File: config.mk
export PLATFORM = sky130hd
export DESIGN_NAME = multdiv_issue_ctrl
export DESIGN_NICKNAME = d
export VERILOG_FILES = /design/src/rtl/multdiv_issue_ctrl.sv
export SDC_FILE = /design/constraint.sdc
export NUM_CORES = 1
export LEC_CHECK = 0
export CELL_PAD_IN_SITES_DETAIL_PLACEMENT = 0
export CELL_PAD_IN_SITES_GLOBAL_PLACEMENT = 1
export CORE_MARGIN = 4
export CORE_UTILIZATION = 31
export DETAILED_ROUTE_END_ITERATION = 12
export MAX_ROUTING_LAYER = met4
export PLACE_DENSITY_LB_ADDON = 0.1
export SYNTH_ARGS = -nofsm -noshare
export SYNTH_HDL_FRONTEND = slang
export SYNTH_SLANG_ARGS = --single-unit
export TNS_END_PERCENT = 100
File: constraint.sdc
create_clock -name clock -period 2.4 [get_ports clock]
set_input_delay 0.48 -clock clock [delete_from_list [all_inputs] [get_ports clock]]
set_output_delay 0.48 -clock clock [all_outputs]
set_load 0.05 [all_outputs]
File: src/rtl/multdiv_issue_ctrl.sv
// Issue controller for the iterative multiply/divide unit: latches one request, pulses start,
// stalls until the unit's ready pulse, then presents a one-cycle registered writeback.
// Optional macro MULTDIV_TIMEOUT_EN adds a WAIT watchdog and the sticky timeout_seen output.
module multdiv_issue_ctrl #(
   parameter int TIMEOUT_CYCLES = 40,
   parameter int CNT_W          = 6
) (
   input  logic        clock,
   input  logic        reset_n,
   input  logic        issue_valid,
   input  logic        issue_is_div,
   input  logic [31:0] issue_opA,
   input  logic [31:0] issue_opB,
   input  logic [4:0]  issue_rd,
   output logic        issue_ready,
   input  logic        flush,
   output logic        stall,
   output logic [31:0] md_operandA,
   output logic [31:0] md_operandB,
   output logic        md_ctrl_MULT,
   output logic        md_ctrl_DIV,
   input  logic [31:0] md_result,
   input  logic        md_exception,
   input  logic        md_resultRDY,
   output logic        wb_valid,
   output logic [4:0]  wb_rd,
   output logic [31:0] wb_data,
   output logic        wb_exception
`ifdef MULTDIV_TIMEOUT_EN
   ,
   output logic        timeout_seen
`endif
);

   typedef enum logic [1:0] {IDLE, START, WAIT, DONE} state_t;

   state_t      state_q, state_d;
   logic [31:0] opA_q, opB_q;
   logic [4:0]  rd_q;
   logic        multPulse_q, divPulse_q;
   logic        wbValid_q;
   logic [4:0]  wbRd_q;
   logic [31:0] wbData_q;
   logic        wbExc_q;
   logic        accept;
   logic        captureResult;
   logic        captureTimeout;

   // The counter must be able to represent the timeout threshold.
   if (2 ** CNT_W <= TIMEOUT_CYCLES) begin : gBadCntWidth
      $error("multdiv_issue_ctrl: CNT_W too narrow for TIMEOUT_CYCLES");
   end

`ifdef MULTDIV_TIMEOUT_EN
   logic [CNT_W-1:0] cnt_q;
   logic             timeoutSeen_q;
   logic             cntExpired;

   assign cntExpired   = (cnt_q == CNT_W'(TIMEOUT_CYCLES - 1));
   assign timeout_seen = timeoutSeen_q;
`endif

   // Next-state logic; flush always wins over the unit's ready pulse.
   always_comb begin
      state_d        = state_q;
      accept         = 1'b0;
      captureResult  = 1'b0;
      captureTimeout = 1'b0;
      case (state_q)
         IDLE: begin
            if (issue_valid && !flush) begin
               accept  = 1'b1;
               state_d = START;
            end
         end
         START: begin
            state_d = flush ? IDLE : WAIT;
         end
         WAIT: begin
            if (flush) begin
               state_d = IDLE;
            end else if (md_resultRDY) begin
               captureResult = 1'b1;
               state_d       = DONE;
            end
`ifdef MULTDIV_TIMEOUT_EN
            else if (cntExpired) begin
               captureTimeout = 1'b1;
               state_d        = DONE;
            end
`endif
         end
         DONE: begin
            state_d = IDLE;
         end
         default: begin
            state_d = IDLE;
         end
      endcase
   end

   // Start pulses are registered off the accept decision, so they are high exactly during START.
   always_ff @(posedge clock or negedge reset_n) begin
      if (!reset_n) begin
         state_q     <= IDLE;
         opA_q       <= '0;
         opB_q       <= '0;
         rd_q        <= '0;
         multPulse_q <= 1'b0;
         divPulse_q  <= 1'b0;
         wbValid_q   <= 1'b0;
         wbRd_q      <= '0;
         wbData_q    <= '0;
         wbExc_q     <= 1'b0;
      end else begin
         state_q     <= state_d;
         multPulse_q <= accept && !issue_is_div;
         divPulse_q  <= accept && issue_is_div;
         wbValid_q   <= (state_d == DONE);
         if (accept) begin
            opA_q <= issue_opA;
            opB_q <= issue_opB;
            rd_q  <= issue_rd;
         end
         if (captureResult) begin
            wbData_q <= md_result;
            wbExc_q  <= md_exception;
            wbRd_q   <= rd_q;
         end else if (captureTimeout) begin
            wbData_q <= '0;
            wbExc_q  <= 1'b1;
            wbRd_q   <= rd_q;
         end
      end
   end

`ifdef MULTDIV_TIMEOUT_EN
   always_ff @(posedge clock or negedge reset_n) begin
      if (!reset_n) begin
         cnt_q         <= '0;
         timeoutSeen_q <= 1'b0;
      end else begin
         if (state_q == START) begin
            cnt_q <= '0;
         end else if (state_q == WAIT) begin
            cnt_q <= cnt_q + 1'b1;
         end
         if (captureTimeout) begin
            timeoutSeen_q <= 1'b1;
         end
      end
   end
`endif

   assign issue_ready  = (state_q == IDLE);
   assign stall        = ((state_q == IDLE) && issue_valid && !flush)
                         || (state_q == START) || (state_q == WAIT);
   assign md_operandA  = opA_q;
   assign md_operandB  = opB_q;
   assign md_ctrl_MULT = multPulse_q;
   assign md_ctrl_DIV  = divPulse_q;
   // A flush arriving during DONE squashes the already-registered strobe.
   assign wb_valid     = wbValid_q && !flush;
   assign wb_rd        = wbRd_q;
   assign wb_data      = wbData_q;
   assign wb_exception = wbExc_q;

endmodule

Word-level counts from Yosys, hierarchy flattened
Cells that the tools add are included.

storage, ports and cells
  flip-flop bits (word level) = 112
  output and inout port bits = 107
  word-level logic and storage cells = 35

cells by class
  equality and inequality tests = 4
  mux-type cells = 10
  reductions and logical operators = 11

operator list
  operator            number
  $mux 2              4
  $pmux 2 s4          1
  $eq 2x2->1 const B  3
  $logic_and 1x1->1   6
  $mux 1              5
  $eq 2x1->1 const B  1
  $logic_not 1->1     2
  $logic_not 2->1     1
  $logic_or 1x1->1    2

Logic depth before layout (Yosys ltp)
  depth after elaboration = 5
  gate-level depth with buffers = 5

Least setup slack after synthesis
No wires, ideal clock.

  kind = flip-flop to output port
  start = reg state_q[1]
  end = out stall
  data arrival time = 1.727 ns
  data required time = 1.920 ns
  slack = 0.193 ns
  cell stages (with the launch flop) = 4
  cell sequence = dfrtp_1 buf_6 nor2_1 a21oi_1

on the way
  word-level cells in the longest chain between the ends = 5
  elaborated cells on any way between the ends = 7
  those cells by class = 2 x eq/ne; 5 x reduce/logical

ends and longest elaborated chain
  item                             line  text
  from (decl)                      37    state_t state_q, state_d;
  from (signal assigned)           116   state_q <= state_d;
  $logic_not 2->1                  --
  named net issue_ready            15    output logic issue_ready,
  $logic_and 1x1->1 (2 in series)  156   assign stall = ((state_q == IDLE) && issue_valid && !flush)
  $logic_or 1x1->1 (2 in series)   157   || (state_q == START) || (state_q == WAIT);
  to (decl)                        17    output logic stall,

The timed path passes the listed nets, and every way through them passes these cells.

Worst setup path after layout
  start = in flush
  end = out stall

on the way
  word-level cells in the longest chain between the ends = 4

ends and longest elaborated chain
  item                            line  text
  from (decl)                     16    input logic flush,
  $logic_not 1->1                 156
  $logic_and 1x1->1               156
  $logic_or 1x1->1 (2 in series)  157

No other way between the ends.

==> metrics.md <==
| Metric | Value |
|---|---|
| Status | completed |
| Crit path cell chain | clkdlybuf4s50_1 -> nand2b_1 -> a21oi_1 -> buf_12 |
| NumNets Final | 572 |
| Share of cells above drive strength 1 | 28.4% |
| DP HPWL | 7910 um |
| Post-route cell area | 6940 um^2 |
| Largest net degree at the start of global routing | 51 |
| Die height | 125 um |
| # DRC | 0 |
| Slowest CP cell | clkdlybuf4s50_1 |
| Synthesized flop and latch total | 112 |
| Critical Path End Type | output pin |
| Filler cells | 1214 |
| Clock net sink count | 112 |
| Post-Syn Instances | 244 |
| Min-delay worst type | in -> async |
| Clk root buf | clkbuf_16 |
| Die W | 125 um |
| Post-placement cell count | 629 |
| ANT cells | 0 |
| Area leader, netlist | dfrtp_1 |
| Register area | 2800 um^2 |
| Reg-to-Reg End | md_operandA[10] |
| Mean Syn Cell Area | 17.5 um^2 |
| Setup TNS | 0 ns |
| Commonest non-fill, non-tap cell in the layout | clkdlybuf4s50_1 |
| Power per cell area | 1220 nW/um^2 |
| Critical Path RT | 1.92 ns |
| DRT iter0 DRCs | 50 |
| Total wire length | 10600 um |
| Sequential-to-total area share from yosys stat | 65.8% |
| Vias in the first global route | 3171 |
| Vias/cell | 4.37 |
| Bufs on Longest Clock Path | 2 |
| Layout Skew | 0.00708 ns |
| R2R depth | 3 |
| Final Hold Fails | 0 |
| Final ANT Viol Nets | 0 |
| CTS tree | built |
| GPL Wtd Cong | 0.710 |
| Cell family with most CP delay | buffers and inverters |
| I/O pin count | 215 |
| Num rows | 42 |
| Post-Layout Cell Count | 645 |
| VDD IR max | 0.000436 V |
| Die area | 15700 um^2 |
| Static leakage | 2.87 nW |
| Worst r2r src | state_q[1] |
| Yosys Warn Count | 0 |
| Setup Buffers After CTS | 0 |
| Initial Utilization | 31.9% |
| Initial antenna violation count | 0 |
| WS Path Type | in -> out |
| Placement Setup Slack | 0.0759 ns |
| CP max stage delay | 0.54 ns |
| Total Power | 8.50 mW |
| Average wire per standard cell | 16.5 um |
| Multi-input logic area | 1340 um^2 |
| Period utilization | 89.5% |
| Net count after synthesis | 352 |
| Synth area leaders | dfrtp_1 (66%), mux2_2 (26%), mux2_4 (2.8%) |
| I/O Buffers | 214 |
| Max cap viols | 0 |
| Reg clk slew, reported paths | 0.07 ns |
| Cell variety after synth | 16 |
| Highest-count cells in the layout ignoring fill and taps | clkdlybuf4s50_1 (210), dfrtp_1 (112), mux2_2 (99), clkbuf_16 (9), mux2_4 (8) |
| Crit path max fanout | 6 |
| Netlist Area Pre-Place | 4260 um^2 |
| H-tree levels | 3 |
| Worst Setup Start Kind | input pin |
| Via count | 2821 |
| Setup crit start | flush |
| Core area | 13300 um^2 |
| R2R Setup Slk | 0.70 ns |
| Crit path time final | 2.15 ns |
| Gr ovfl total | 0 |
| Worst slew margin | 63.3% |
| Synth-to-layout area growth | 63.0% |
| Worst-margin pin slew | 0.549 ns |
| Setup violations, final | 0 |
| Total Routing Usage GR | 14.6% |
| Worst Path Buf+Inv | 2 |
| RSZ-0062 raised after global routing | no |
| Fin. max-slew vios | 0 |
| Clock latency at the later pin of the worst-skew pair | 0.35 ns |
| Critical Path AT | 1.67 ns |
| Area after DPL | 6630 um^2 |
| Setup ws final | 0.252 ns |
| Max Fclk | 466 MHz |
| Drt pass-1 iters | 4 |
| Yosys top cell area share | 65.8% |
| CTS buffer count | 9 |
| Global-route wire length before repair | 17500 um |
## cell type report
| cell class | count | share of cell area, % |
|---|---|---|
| clock inverters | 3 | 0.937 |
| repair buffers | 221 | 32.6 |
| flip-flops and latches | 112 | 40.4 |
| multi-input cells | 120 | 19.3 |
| clock buffers | 13 | 3.60 |
| well taps | 176 | 3.17 |
## worst max-delay path by stage
stage | depth (start not counted) | end | slack (ns)
after floorplan | 3 | stall | 0.19
after detailed placement | 4 | md_operandB[26] | 0.08
after CTS | 2 | issue_ready | 0.06
after global routing | 4 | stall | 0.16
final | 4 | stall | 0.25
after global placement | 4 | md_operandB[22] | 0.12
## cell families (layout without fill, tap and decap cells)
family                    count (synthesis)  count (layout)  share of synthesized area, %
DFF                                     112             112                          65.8
muxes                                   108             108                          29.2
buffers and inverters                    12             237                          2.73
and+or+nand+nor                          10              10                          1.91
AOI/OAI and AO/OA                         1               1                         0.117
xor gates and xnor gates                  1               1                         0.206
## cell usage after synthesis
cell type,instances
nor4b_4,1
and2_1,1
xnor2_1,1
nor2_1,2
and4bb_2,1
buf_2,3
dfrtp_1,112
buf_6,9
mux2i_1,1
mux2_2,99
mux2_4,8
a21oi_1,1
nand2b_1,1
and2_2,1
nor3_1,1
nor2b_1,2
## state kept, by name (all words and copies together), names as in the netlist
name	count
md_ctrl_DIV	1
wb_exception	1
wb_data	32
md_operandA	32
wb_rd	5
md_operandB	32
wbValid_q	1
md_ctrl_MULT	1
rd_q	5
state_q	2
## worst register-to-register path, stage by stage, from the launching register on
cell	delay, ns
dfrtp_1	0.47
nor4b_4	0.43
buf_12	0.29
mux2_2	0.39
## power breakdown
group / total, mW / switching [mW] / internal, mW
Sequential: 2.76 / 0.288 / 2.47
Combinational: 4.15 / 2.58 / 1.57
Clock: 1.59 / 0.649 / 0.944
Total: 8.50 / 3.52 / 4.99
## routing by layer
| metal | track usage, % | vias to the layer above | wire length, um |
|---|---|---|---|
| met3 | 4.52 | 15 | 829 |
| met1 | 18.3 | 1381 | 4620 |
| met4 | 6.51 | 0 | 218 |
| li1 | - | 1297 | - |
| met5 | - | - | 0 |
| met2 | 21.9 | 128 | 4980 |
## stage by stage
step	util (%)	hold WS (ns)
finish	52.0	0.0284
global route	52.0	0.0397
CTS	52.0	0.0229
detailed placement	49.6	0.405
global placement	49.6	0.404
floorplan	-	0.184
## repair_timing
action,CTS,global route
hold buffers,0,0
gates resized for setup,0,1
hold endpoints to repair,0,0
endpoints found under the setup margin,0,1
No activity file was read; power rests on OpenSTA's default activity.
